===== src/rtl/co2_i2c_pkg.sv =====
// co2_i2c_pkg: shared constants and types for the K-30 CO2 sensor I2C emulator.
//   DEF_I2C_ADDR       default 7-bit target address
//   DEF_STATUS_OK/BUSY status bytes returned with / without a valid sample
//   CMD0..CMD3         the read-RAM command the master writes before reading
//   state_t            3-bit FSM state encoding (exposed on dbg_state[2:0])
//   cmd_byte()         expected command byte by index
package co2_i2c_pkg;

  localparam logic [6:0] DEF_I2C_ADDR    = 7'h68;
  localparam logic [7:0] DEF_STATUS_OK   = 8'h21;
  localparam logic [7:0] DEF_STATUS_BUSY = 8'h20;

  localparam logic [7:0] CMD0 = 8'h22;
  localparam logic [7:0] CMD1 = 8'h00;
  localparam logic [7:0] CMD2 = 8'h08;
  localparam logic [7:0] CMD3 = 8'h2A;

  typedef enum logic [2:0] {
    ST_IDLE      = 3'd0,
    ST_ADDR      = 3'd1,
    ST_ADDR_ACK  = 3'd2,
    ST_WR_BYTE   = 3'd3,
    ST_WR_ACK    = 3'd4,
    ST_RD_BYTE   = 3'd5,
    ST_RD_ACK    = 3'd6,
    ST_WAIT_STOP = 3'd7
  } state_t;

  function automatic logic [7:0] cmd_byte(input logic [1:0] idx);
    logic [7:0] b;
    case (idx)
      2'd0:    b = CMD0;
      2'd1:    b = CMD1;
      2'd2:    b = CMD2;
      default: b = CMD3;
    endcase
    return b;
  endfunction

endpackage


===== src/rtl/i2c_bus_sync.sv =====
// i2c_bus_sync: brings the asynchronous SCL/SDA pad inputs into the clk_i
// domain and derives single-cycle bus event pulses.
//   clk_i, rst_n_i  system clock, asynchronous active-low reset
//   scl_i, sda_i    raw pad inputs
//   sda_s           synchronized SDA level
//   scl_rise/fall   one-clk pulses on synchronized SCL edges
//   start/stop      one-clk pulses for START (SDA 1->0) / STOP (SDA 0->1)
//                   while SCL is high in both the current and history stage
module i2c_bus_sync (
  input  logic clk_i,
  input  logic rst_n_i,
  input  logic scl_i,
  input  logic sda_i,
  output logic sda_s,
  output logic scl_rise,
  output logic scl_fall,
  output logic start,
  output logic stop
);

  logic [1:0] scl_ff;
  logic [1:0] sda_ff;
  logic       scl_d;
  logic       sda_d;
  logic       scl_s;

  // Reset to the idle-bus level (both lines high) so release of reset
  // never looks like an edge or a START.
  always_ff @(posedge clk_i or negedge rst_n_i) begin
    if (!rst_n_i) begin
      scl_ff <= 2'b11;
      sda_ff <= 2'b11;
      scl_d  <= 1'b1;
      sda_d  <= 1'b1;
    end else begin
      scl_ff <= {scl_ff[0], scl_i};
      sda_ff <= {sda_ff[0], sda_i};
      scl_d  <= scl_ff[1];
      sda_d  <= sda_ff[1];
    end
  end

  assign scl_s    = scl_ff[1];
  assign sda_s    = sda_ff[1];
  assign scl_rise = scl_s & ~scl_d;
  assign scl_fall = ~scl_s & scl_d;
  assign start    = scl_s & scl_d & sda_d & ~sda_s;
  assign stop     = scl_s & scl_d & ~sda_d & sda_s;

endmodule


===== src/rtl/co2_i2c_target.sv =====
// co2_i2c_target: I2C target emulating the K-30 CO2 sensor read-RAM
// transaction (write D0 22 00 08 2A, STOP, then read D1 x4).
//   clk_i        system clock (>=16x SCL)
//   rst_n_i      asynchronous active-low reset
//   scl_i/sda_i  asynchronous pad inputs
//   sda_oe_o     1 = pull SDA low (open drain)
//   co2_value_i  CO2 ppm value, captured when the command is armed
//   value_vld_i  qualifies co2_value_i; sampled together with it at the STOP
//                that arms the command (level-sampled, no ready/ack back)
//   armed_o      command accepted, response pending
//   dbg_state    {armed_o, state[2:0]}
module co2_i2c_target
  import co2_i2c_pkg::*;
#(
  parameter logic [6:0] I2C_ADDR    = DEF_I2C_ADDR,
  parameter logic [7:0] STATUS_OK   = DEF_STATUS_OK,
  parameter logic [7:0] STATUS_BUSY = DEF_STATUS_BUSY
) (
  input  logic        clk_i,
  input  logic        rst_n_i,
  input  logic        scl_i,
  input  logic        sda_i,
  output logic        sda_oe_o,
  input  logic [15:0] co2_value_i,
  input  logic        value_vld_i,
  output logic        armed_o,
  output logic [3:0]  dbg_state
);

  logic sda_s, scl_rise, scl_fall, start, stop;

  i2c_bus_sync u_sync (
    .clk_i    (clk_i),
    .rst_n_i  (rst_n_i),
    .scl_i    (scl_i),
    .sda_i    (sda_i),
    .sda_s    (sda_s),
    .scl_rise (scl_rise),
    .scl_fall (scl_fall),
    .start    (start),
    .stop     (stop)
  );

  state_t     state;
  logic [3:0] bit_cnt;      // SCL rises seen in the current byte, 0..8
  logic [2:0] byte_idx;     // data byte index, saturates at 4
  logic [7:0] rx_sh;
  logic [7:0] tx_sh;
  logic [7:0] cmd [4];
  logic       cmd_match;    // last write had 4 bytes equal to the command
  logic       wr_ovf;       // last write carried more than 4 data bytes
  logic       armed;
  logic       sda_oe;
  logic [7:0] snap_status;
  logic [7:0] snap_h;
  logic [7:0] snap_l;

  // Response byte for the current byte_idx. When nothing is armed the
  // response degenerates to BUSY/0/0 with a checksum equal to BUSY.
  logic [7:0] st_v, h_v, l_v, chk, tx_next;
  always_comb begin
    st_v = armed ? snap_status : STATUS_BUSY;
    h_v  = armed ? snap_h : 8'h00;
    l_v  = armed ? snap_l : 8'h00;
    chk  = st_v + h_v + l_v;
    case (byte_idx)
      3'd0:    tx_next = st_v;
      3'd1:    tx_next = h_v;
      3'd2:    tx_next = l_v;
      3'd3:    tx_next = chk;
      default: tx_next = 8'hFF;
    endcase
  end

  always_ff @(posedge clk_i or negedge rst_n_i) begin
    if (!rst_n_i) begin
      state       <= ST_IDLE;
      bit_cnt     <= 4'd0;
      byte_idx    <= 3'd0;
      rx_sh       <= 8'h00;
      tx_sh       <= 8'h00;
      cmd         <= '{default: 8'h00};
      cmd_match   <= 1'b0;
      wr_ovf      <= 1'b0;
      armed       <= 1'b0;
      sda_oe      <= 1'b0;
      snap_status <= 8'h00;
      snap_h      <= 8'h00;
      snap_l      <= 8'h00;
    end else if (stop) begin
      state  <= ST_IDLE;
      sda_oe <= 1'b0;
      if (cmd_match && !wr_ovf) begin
        armed       <= 1'b1;
        snap_status <= value_vld_i ? STATUS_OK : STATUS_BUSY;
        snap_h      <= value_vld_i ? co2_value_i[15:8] : 8'h00;
        snap_l      <= value_vld_i ? co2_value_i[7:0]  : 8'h00;
      end
      // A command arms at most once; a following read-only STOP must not re-arm.
      cmd_match <= 1'b0;
    end else if (start) begin
      // Repeated START keeps cmd_match so a write followed by Sr-read still
      // arms at the final STOP.
      state    <= ST_ADDR;
      bit_cnt  <= 4'd0;
      byte_idx <= 3'd0;
      sda_oe   <= 1'b0;
    end else begin
      case (state)
        ST_ADDR: begin
          if (scl_rise) begin
            rx_sh   <= {rx_sh[6:0], sda_s};
            bit_cnt <= bit_cnt + 4'd1;
          end else if (scl_fall && bit_cnt == 4'd8) begin
            bit_cnt <= 4'd0;
            if (rx_sh[7:1] == I2C_ADDR) begin
              state  <= ST_ADDR_ACK;
              sda_oe <= 1'b1;
            end else begin
              state <= ST_WAIT_STOP;
            end
          end
        end

        // Entered on a fall, so the next fall ends the ACK clock.
        ST_ADDR_ACK: begin
          if (scl_fall) begin
            if (rx_sh[0]) begin
              state  <= ST_RD_BYTE;
              tx_sh  <= tx_next;
              sda_oe <= ~tx_next[7];
            end else begin
              state  <= ST_WR_BYTE;
              sda_oe <= 1'b0;
            end
          end
        end

        ST_WR_BYTE: begin
          if (scl_rise) begin
            rx_sh   <= {rx_sh[6:0], sda_s};
            bit_cnt <= bit_cnt + 4'd1;
          end else if (scl_fall && bit_cnt == 4'd8) begin
            bit_cnt <= 4'd0;
            state   <= ST_WR_ACK;
            if (byte_idx == 3'd0) begin
              armed     <= 1'b0;
              wr_ovf    <= 1'b0;
              cmd_match <= 1'b0;
            end
            if (byte_idx < 3'd4) begin
              cmd[byte_idx[1:0]] <= rx_sh;
              sda_oe             <= 1'b1;
              if (byte_idx == 3'd3)
                cmd_match <= (cmd[0] == cmd_byte(2'd0)) && (cmd[1] == cmd_byte(2'd1)) &&
                             (cmd[2] == cmd_byte(2'd2)) && (rx_sh == cmd_byte(2'd3));
            end else begin
              wr_ovf <= 1'b1;
            end
            if (byte_idx != 3'd4) byte_idx <= byte_idx + 3'd1;
          end
        end

        ST_WR_ACK: begin
          if (scl_fall) begin
            sda_oe <= 1'b0;
            state  <= ST_WR_BYTE;
          end
        end

        ST_RD_BYTE: begin
          if (scl_rise) begin
            bit_cnt <= bit_cnt + 4'd1;
          end else if (scl_fall) begin
            if (bit_cnt == 4'd8) begin
              bit_cnt <= 4'd0;
              sda_oe  <= 1'b0;
              state   <= ST_RD_ACK;
            end else begin
              tx_sh  <= {tx_sh[6:0], 1'b0};
              sda_oe <= ~tx_sh[6];
            end
          end
        end

        ST_RD_ACK: begin
          if (scl_rise) begin
            if (byte_idx == 3'd3) armed <= 1'b0;
            if (byte_idx != 3'd4) byte_idx <= byte_idx + 3'd1;
            if (sda_s) state <= ST_WAIT_STOP;
          end else if (scl_fall) begin
            // Only reached after an ACK; byte_idx already points at the next byte.
            state  <= ST_RD_BYTE;
            tx_sh  <= tx_next;
            sda_oe <= ~tx_next[7];
          end
        end

        default: ;  // IDLE and WAIT_STOP only react to START/STOP
      endcase
    end
  end

  assign sda_oe_o  = sda_oe;
  assign armed_o   = armed;
  assign dbg_state = {armed, state};

endmodule


===== config.mk =====
export PLATFORM = sky130hd
export DESIGN_NAME = co2_i2c_target
export DESIGN_NICKNAME = d
export VERILOG_FILES = /design/src/rtl/co2_i2c_pkg.sv /design/src/rtl/i2c_bus_sync.sv /design/src/rtl/co2_i2c_target.sv
export SDC_FILE = /design/constraint.sdc
export NUM_CORES = 1
export LEC_CHECK = 0
export CAP_MARGIN = 20
export CORE_ASPECT_RATIO = 1.75
export CORE_UTILIZATION = 54
export CTS_CLUSTER_SIZE = 25
export DETAILED_ROUTE_END_ITERATION = 10
export PLACE_DENSITY = 0.8
export SLEW_MARGIN = 20
export SYNTH_ARGS = -nofsm -noshare
export SYNTH_HDL_FRONTEND = slang
export SYNTH_HIERARCHICAL = 1
export SYNTH_SLANG_ARGS = --single-unit
export TNS_END_PERCENT = 10

===== constraint.sdc =====
create_clock -name clk_i -period 3 [get_ports clk_i]
set_input_delay 0.6 -clock clk_i [delete_from_list [all_inputs] [get_ports clk_i]]
set_output_delay 0.6 -clock clk_i [all_outputs]
set_load 0.01 [all_outputs]

After elaboration in Yosys (flattened, before gate mapping)
Cells that the tools add are included.
- order comparisons: 3
- reductions and logical operators: 28
- $add $sub $neg: 4
- multiplexer cells: 83
- eq/ne operators: 52
- bitwise operators: 17
- operator list (kind ; number):
    2-to-1 mux 3 bit ; 21
    inequality test 4 bit (second input constant) ; 15
    2-to-1 mux 7 bit ; 7
    2-to-1 mux 8 bit ; 6
    2-to-1 mux 1 bit ; 34
    bitwise mux 32 bit ; 1
    one-hot mux 8 bit (4 select lines) ; 1
    inequality test 3 bit (second input constant) ; 9
    2-to-1 mux 4 bit ; 6
    one-hot mux 7 bit (3 select lines) ; 1
    one-hot mux 3 bit (6 select lines) ; 1
    adder 8 bit ; 2
    demux 8 bit (select 2 bit) ; 1
    == test 8 x 6 -> 1 bit (second input constant) ; 2
    inequality test 2 bit (second input constant) ; 8
    AND reduction 13 bit ; 1
    == test 3 x 2 -> 1 bit (second input constant) ; 4
    AND reduction 12 bit ; 1
    AND reduction 6 bit ; 2
    nonzero test 3 bit ; 4
    AND reduction 10 bit ; 1
    AND reduction 5 bit ; 2
    == test 3 bit (second input constant) ; 3
    inverter 1 bit ; 9
    29 further kinds ; 45
- logic and storage cells: 207
- register bits: 91

Logic depth before layout (Yosys ltp)
Gate-level depths: netlist of the first run.
- depth in word-level cells: 11
- depth in mapped cells: 11
- gate-level depth less buffers: 10

Hierarchy
Netlist of the first run, hierarchy kept.
- modules (own cells, without submodules) (module ; cells an instance ; times used ; area each (um^2)):
    co2_i2c_target ; 410 ; 1 ; 4045.1
    i2c_bus_sync ; 10 ; 1 ; 190.2

Least setup slack after synthesis of the first run
No wires, ideal clock.
- kind: register to register
- start: register armed (netlist: armed_o)
- end: register tx_sh[5]
- library setup time: 135 ps
- arrival: 2810 ps
- stages on the path, launching flop included: 12
- clock period less this slack: 2945 ps
- required time: 2865 ps
- path slack: 55 ps
- path buffers: 2
- cells stage by stage: dfrtp_1 > clkbuf_1 > clkbuf_1 > and2_1 > fa_1 > ha_1 > fa_1 > a21o_1 > a211oi_1 > nor2_1 > a2111oi_0 > o31ai_1
- longest elaborated chain between the ends: 7
- elaborated cells between the ends (all ways): 11
- classes of those cells: add/sub (2); mux (9)
- ends and longest elaborated chain (what ; RTL line ; text):
    start, declared ; co2_i2c_target.sv:52 ; logic armed;
    start signal, assigned ; co2_i2c_target.sv:85 ; armed <= 1'b0;
    start signal, assigned ; co2_i2c_target.sv:94 ; armed <= 1'b1;
    start signal, assigned ; co2_i2c_target.sv:147 ; armed <= 1'b0;
    2-to-1 mux 8 bit, on equally long branches ; co2_i2c_target.sv:62, co2_i2c_target.sv:63 ;
    adder 8 bit (2 in series) ; co2_i2c_target.sv:65 ; chk = st_v + h_v + l_v;
    one-hot mux 8 bit (4 select lines) * ; co2_i2c_target.sv:66 ; case (byte_idx)
    2-to-1 mux 7 bit, on equally long branches ; co2_i2c_target.sv:191, co2_i2c_target.sv:128 ;
    2-to-1 mux 7 bit, on equally long branches ; co2_i2c_target.sv:187, co2_i2c_target.sv:127 ;
    one-hot mux 7 bit (3 select lines) * ; co2_i2c_target.sv:109 ; case (state)
    end signal, assigned ; co2_i2c_target.sv:130 ; tx_sh <= tx_next;
    end signal, assigned ; co2_i2c_target.sv:180 ; tx_sh <= {tx_sh[6:0], 1'b0};
    end signal, assigned ; co2_i2c_target.sv:194 ; tx_sh <= tx_next;
    end, declared ; co2_i2c_target.sv:48 ; logic [7:0] tx_sh;
Every way passes the cells marked *; elsewhere a longest branch is shown, timed or not. The select of a mux whose other input is x is not followed.
A chain may end at the register's enable or synchronous reset.

Worst setup path after layout of the first run
- start: register armed (netlist: armed_o)
- end: register sda_oe (netlist: sda_oe_o)
- longest elaborated chain between the ends: 10
- elaborated cells between the ends (all ways): 14
- classes of those cells: add/sub (2); mux (11); bitwise (1)
- ends and longest elaborated chain (what ; RTL line ; text):
    2-to-1 mux 8 bit, on equally long branches ; co2_i2c_target.sv:62, co2_i2c_target.sv:63 ;
    adder 8 bit (2 in series) ; co2_i2c_target.sv:65 ;
    one-hot mux 8 bit (4 select lines) * ; co2_i2c_target.sv:66 ;
    inverter 1 bit * ; co2_i2c_target.sv:131, co2_i2c_target.sv:195 ;
    2-to-1 mux 1 bit, on equally long branches ; co2_i2c_target.sv:191, co2_i2c_target.sv:128 ;
    2-to-1 mux 1 bit, on equally long branches ; co2_i2c_target.sv:187, co2_i2c_target.sv:127 ;
    one-hot mux 1 bit (6 select lines) * ; co2_i2c_target.sv:109 ;
    2-to-1 mux 1 bit * ; co2_i2c_target.sv:101 ; end else if (start) begin
    2-to-1 mux 1 bit * ; co2_i2c_target.sv:90 ; end else if (stop) begin
    end signal, assigned ; co2_i2c_target.sv:131 ; sda_oe <= ~tx_next[7];
    end signal, assigned ; co2_i2c_target.sv:181 ; sda_oe <= ~tx_sh[6];
    end signal, assigned ; co2_i2c_target.sv:195 ; sda_oe <= ~tx_next[7];
    end, declared ; co2_i2c_target.sv:53 ; logic sda_oe;
Marks and branches as above.

==> results of run 1 <==
sequential cells by signal, indices dropped and copies added (netlist names):
signal and count:
rx_sh 8, wr_ovf 1, u_sync/sda_ff 2, cmd 24, snap_h 8, sda_oe_o 1, armed_o 1, snap_l 8
state 3, u_sync/scl_d 1, u_sync/sda_d 1, byte_idx 3, cmd_match 1, tx_sh 7, snap_status 2, u_sync/scl_ff 2
bit_cnt 4
power groups by stage:
stage | Combinational, mW | Clock (mW) | Sequential (mW)
2_1_floorplan | 0.617 | 0 | 1.30
6_report | 0.889 | 1.07 | 1.37
4_1_cts | 0.879 | 1.08 | 1.37
3_3_place_gp | 0.840 | 0 | 1.38
3_5_place_dp | 0.866 | 0 | 1.39
5_1_grt | 1.01 | 1.13 | 1.40
path summary, 6_finish.rpt:
check	end	slack, ns
hold reg to reg	u_sync/sda_ff[1]	0.36
max in group asynchronous	tx_sh[0]	1.98
setup reg to reg	sda_oe_o	0.12
hold / removal	u_sync/sda_ff[1]	0.36
setup / recovery	sda_oe_o	0.12
min in group asynchronous	snap_l[3]	0.40
metrics by stage:
| stage | utilization [%] | worst slack [ns] | power [mW] | hold slack, ns |
|---|---|---|---|---|
| after floorplan | - | 0.05529 | 1.919 | 0.3044 |
| after global placement | 60.70 | 0.2139 | 2.222 | 0.3481 |
| after detailed placement | 60.70 | 0.03995 | 2.253 | 0.3491 |
| after CTS | 64.60 | 0.04487 | 3.333 | 0.3573 |
| after global routing | 64.75 | 0.02615 | 3.532 | 0.3631 |
| final | 64.75 | 0.1207 | 3.330 | 0.3567 |
cells in the final DEF (no fill, tap or decap), drive strengths merged, types with 3 or more instances in the layout:
cell type / count
nor3: 7
nor2b: 7
dfrtp: 71
nand2: 61
and2: 14
ha: 18
or2: 3
and3: 3
a211oi: 4
buf: 11
xor2: 3
nor4: 3
o2111ai: 3
clkdlybuf4s50: 25
nand3: 9
and4b: 4
inv: 14
xnor2: 3
a22oi: 4
mux2i: 5
mux2: 33
nand3b: 4
o21ai: 39
nor2: 16
fa: 3
nand4: 3
clkinv: 3
clkbuf: 12
dfstp: 6
nor4b: 5
nand2b: 7
a21oi: 10
per-layer routing:
layer  vias to the layer above  wire length [µm]  GRT usage, %
li1                       1555                 -             -
met1                      1660              3479         27.12
met2                        90              5597         45.81
met3                        33               380         9.866
met4                         0               445         19.77
met5                         -                 0             0
timing repair:
| item | CTS | global route |
|---|---|---|
| resized for setup | 0 | 3 |
| endpoints found under the setup margin | 0 | 1 |
| hold buffers | 0 | 0 |
| setup buffers | 0 | 0 |
cell type report:
cell class / count / area, µm² / share of cell area (%)
clock buffer: 12 / 246.5 / 5.031
clock inverter: 4 / 48.80 / 0.9959
inverter: 14 / 52.55 / 1.073
multi-input combinational: 308 / 2175 / 44.38
sequential: 77 / 1934 / 39.48
tap: 88 / 110.1 / 2.247
timing repair buffer: 36 / 332.8 / 6.793
cells by family after synthesis:
kind of cell | count (synthesis)
DFF | 77
adders and majority gates | 21
AOI/OAI and AO/OA | 89
muxes | 38
xor gates and xnor gates | 6
buffers and inverters | 35
and+or+nand+nor | 154
==> metrics.yaml, run 1 <==
outcome:
  run_status: "finished clean"
synthesis:
  synthTopCellsByCount: "dfrtp_1 (71), nand2_1 (61), o21ai_0 (39), mux2_2 (33), ha_1 (18)"
  synth_simple_gate_area_share_pct: 19.62
  synth_edf_count: 0
  yosysMostFrequentCell: "dfrtp_1"
  ys.flop_type: "dfrtp_1"
  postSynthCellCount: 420
  yosys-top-cells-area: "dfrtp_1 (42%), mux2_2 (8.8%), nand2_1 (5.4%)"
  yosysSeqAreaShare_pct: 45.67
  ys_ff_latch: 77
  synth_top_family_by_area: "simple AND/OR/NAND/NOR gates"
  synth_compound_area_share_pct: 13.53
  synth.cell_area_um2: 4235
  synth-xor-area-share_pct: 1.241
  synth_nets: 462
  synth_cell_types: 60
  async_reset_ff_share_pct: 100.0
  synth.avg_cell_area_um2: 10.08
  netlist.area_leader.share_pct: 41.95
  synth_adder_area_share_pct: 6.736
  yosys_warnings: 6
  synth.area.mux_share_pct: 9.956
  yosys.area.top_type: "dfrtp_1"
route:
  drcViolationCount: 0
  first_pass_iters: 5
  totalWireLength_mm: 9.903
  vias: 3338
  post_drt_wl_per_cell_um: 18.37
  via_per_inst: 6.193
  ant_nets: 0
  drt_iter0_markers: 268
clock_network:
  h-tree-depth: 3
  clk_latency_ns: 0.33
  clkSinkCount: 77
  numCtsBuffers: 9
  cts_buffer_depth: 2
  cts_tree: "yes"
  path_clk_slew_ns: 0.06
  cts-root-buf: "clkbuf_16"
worst_hold_path:
  min_path_cells: 0
  hp-class: "flip-flop to flip-flop"
  worstHoldStart: "u_sync/sda_ff[0]"
timing:
  hold_violations: 0
  maxSlewViolCount: 0
  tns_ns: 0
  tightest_slew_ns: 0.9382
  fin_crit_sh_pct: 95.98
  min_period_ns: 2.879
  finalSetupViolations: 0
  finClkSkew_ns: 0.004914
  rsz0062_at_grt: "false"
  slew_headroom_pct: 37.45
  clock.fmax_mhz: 347.3
worst_setup_path:
  cp-start-kind: "flip-flop"
  cp_cell_sequence: "and2_1 -> fa_1 -> ha_1 -> fa_1 -> a211oi_1 -> o21bai_1 -> a21oi_1 -> xnor2_1 -> a2111oi_1"
  crit_family: "adder cells"
  cp_common_cell: "fa_1"
  worst-path-buf-inv: 0
  r2r-start: "armed_o"
  required_ns: 3.21
  cp_num_cells: 9
  crit_fanout: 8
  critical_path_class: "flip-flop to flip-flop"
  slowest_stage: "dfrtp_1"
  r2r_cells: 9
  crit_path_end_kind: "flip-flop"
  crit_start: "armed_o"
  crit_arrival_ns: 3.09
  slowest_delay_ns: 0.44
layout:
  finish.instance_area_um2: 4900
  instances_no_fill: 539
  area_growth_pct: 15.69
  fillers: 589
  drive_gt1_share_pct: 15.96
  diodes: 0
  nets: 488
placement:
  gp_congestion: 0.8901
  place_inst: 523
  dp_hpwl_mm: 7.070
  portBuffers: 26
  dpl_cell_area_um2: 4593
power_and_ir_drop:
  peakVddDrop_v: 0.0004722
  p_int_mw: 2.242
  clkPwrFrac_pct: 32.0
  combPwrFrac_pct: 26.7
  swShare_pct: 32.66
  switchingPower_mw: 1.087
  p_leak_nw: 2.310
  powerDensity_nw_per_um2: 679.5
  power_frac_seq_pct: 41.3
floorplanning:
  rows: 42
  start_util_pct: 55.97
  die_h_um: 119.2
  die_x_um: 68.95
  dieArea_um2: 8215
  io_pins: 27
  core_um2: 7567
global_routing:
  grt_pass1_wl_mm: 16.43
  grt_antenna_before_repair: 0
  grt_pass1_vias: 3457
  grt.overflow.total: 0
  track_usage_pct: 27.76
  grt_max_degree: 78
job:
  max_cap_violations: 0
Note: power is estimated with default switching activity, not from simulation.
==> run 2: changes to the inputs <==
Settings changed: CORE_UTILIZATION 54 to 45, PLACE_DENSITY 0.8 to 0.66.
Clock period 3 ns to 3.7 ns, I/O delays scaled along.
==> metrics.yaml, run 2 (synthesized netlist as in run 1, its figures left out) <==
floorplanning:
  core_um2: 9094  # +20%
  dieArea_um2: 9819  # +20%
  die_x_um: 75.34  # +9.3%
  io_pins: 27  # unchanged
  rows: 46  # +9.5%
  start_util_pct: 46.57  # -9.4 points
  die_h_um: 130.3  # +9.4%
placement:
  dp_hpwl_mm: 7.164  # +1.3%
  dpl_cell_area_um2: 4588  # -0.11%
  gp_congestion: 0.8689  # -2.4%
  portBuffers: 26  # unchanged
power_and_ir_drop:
  powerDensity_nw_per_um2: 553.7  # -19%
  combPwrFrac_pct: 23.6  # -3.1 points
  peakVddDrop_v: 0.0002659  # -44%
  p_leak_nw: 2.282  # -1.2%
  p_int_mw: 1.839  # -18%
  swShare_pct: 32.15  # -0.51 points
  switchingPower_mw: 0.8713  # -20%
  power_frac_seq_pct: 42.4  # +1.1 points
  clkPwrFrac_pct: 34.0  # +2.0 points
timing:
  finClkSkew_ns: 0.005188  # +0.0002746 ns
  tightest_slew_ns: 0.9533  # +0.01503 ns
  hold_violations: 0  # unchanged
  timing.hold.ws_ns: 0.3539  # -0.002763 ns
  fin_crit_sh_pct: 77.60  # -18 points
  slew_headroom_pct: 36.45  # -1.0 points
  rsz0062_at_grt: "false"
  clock.fmax_mhz: 348.3  # +0.28%
  finalSetupViolations: 0  # unchanged
  min_period_ns: 2.871  # -0.008156 ns
  maxSlewViolCount: 0  # unchanged
  tns_ns: 0  # unchanged
worst_setup_path:
  slowest_stage: "a2111oi_0"
  crit_path_end_kind: "flip-flop"
  cp_cell_sequence: "and2_1 -> fa_1 -> ha_1 -> fa_1 -> a21o_1 -> a211oi_1 -> nor2_1 -> a2111oi_0 -> o31ai_1"
  cp-start-kind: "flip-flop"
  crit_family: "adder cells"
  crit_start: "armed_o"
  r2r-start: "armed_o"
  slowest_delay_ns: 0.45  # about the same
  crit_fanout: 8  # unchanged
  critical_path_class: "flip-flop to flip-flop"
  cp_common_cell: "fa_1"
  worst-path-buf-inv: 0  # unchanged
  required_ns: 3.89  # +0.68 ns
  crit_arrival_ns: 3.06  # -0.03 ns
worst_hold_path:
  worstHoldStart: "u_sync/sda_ff[0]"
  hp-class: "flip-flop to flip-flop"
clock_network:
  cts_hold_buffers: 0  # unchanged
  h-tree-depth: 3  # unchanged
  numCtsBuffers: 9  # unchanged
  cts-root-buf: "clkbuf_16"
  cts_tree: "yes"
  cts_resized: 0  # unchanged
  path_clk_slew_ns: 0.06  # about the same
  cts_buffer_depth: 2  # unchanged
  clkSinkCount: 77  # unchanged
  post_cts_buffers: 0  # unchanged
  clk_latency_ns: 0.34  # about the same
layout:
  utilization_pct: 53.83  # -11 points
  area_growth_pct: 15.57
  top_register: "cmd"
  drive_gt1_share_pct: 14.19  # -1.8 points
  finish.instance_area_um2: 4895  # -0.10%
  diodes: 0  # unchanged
  final_cell_mix: "dfrtp_1 (71), nand2_1 (61), o21ai_0 (39)"
  final_common_cell: "dfrtp_1"
  largest_reg_flops: 24  # unchanged
  nets: 482  # -1.2%
global_routing:
  grt_pass1_vias: 3325  # -3.8%
  grt.overflow.total: 0  # unchanged
  grt_max_degree: 78  # unchanged
  track_usage_pct: 22.43  # -5.3 points
  grt_antenna_before_repair: 0  # unchanged
  grt_pass1_wl_mm: 15.97  # -2.8%
route:
  totalWireLength_mm: 9.725  # -1.8%
  ant_nets: 0  # unchanged
  via_per_inst: 5.757  # -7.0%
  first_pass_iters: 4  # -1
  drt_iter0_markers: 166  # -38%
  post_drt_wl_per_cell_um: 17.24  # -6.2%
  drcViolationCount: 0  # unchanged
  vias: 3247  # -2.7%
outcome:
  run_status: "finished clean"
job:
  max_cap_violations: 0  # unchanged
## run 2: cell type report
cell class | count | area (µm²)
multi-input cells | 308 | 2163
fillers | 865 | 4199
clock buffers | 11 | 232.7
inverters | 14 | 52.55
repair buffers | 30 | 287.8
flip-flops and latches | 77 | 1934
well taps | 120 | 150.1
clock inverters | 4 | 73.82
## run 2: power by group through the flow
stage	clock network, mW	registers [mW]	logic [mW]
finish	0.921	1.15	0.639
global route	0.978	1.18	0.724
CTS	0.940	1.15	0.645
detailed placement	0	1.17	0.640
global placement	0	1.16	0.629
floorplan	0	1.06	0.500
## run 2: metal layers
layer	vias to the layer above	wire (µm)	global-route usage, %
met5	-	0	0
met4	0	588	14.60
met3	35	307	5.483
met2	71	5327	41.07
met1	1599	3501	21.27
li1	1542	-	-
## run 2: metrics by stage
step	setup WS (ns)	power [mW]	instances
6_report	0.8288	2.710	564
5_1_grt	0.6329	2.879	564
4_1_cts	0.8043	2.734	564
3_5_place_dp	0.8156	1.806	549
3_3_place_gp	0.9046	1.788	549
2_1_floorplan	0.7553	1.556	420
## run 2: path summary, 6_finish.rpt
| path | to | slack, ns | cells after the start |
|---|---|---|---|
| setup / recovery | tx_sh[5] | 0.83 | 9 |
| hold / removal | u_sync/sda_ff[1] | 0.35 | 0 |
| setup reg to reg | tx_sh[5] | 0.83 | 9 |
| hold reg to reg | u_sync/sda_ff[1] | 0.35 | 0 |
| max in group asynchronous | byte_idx[0] | 2.54 | 1 |
| min in group asynchronous | bit_cnt[3] | 0.55 | 1 |
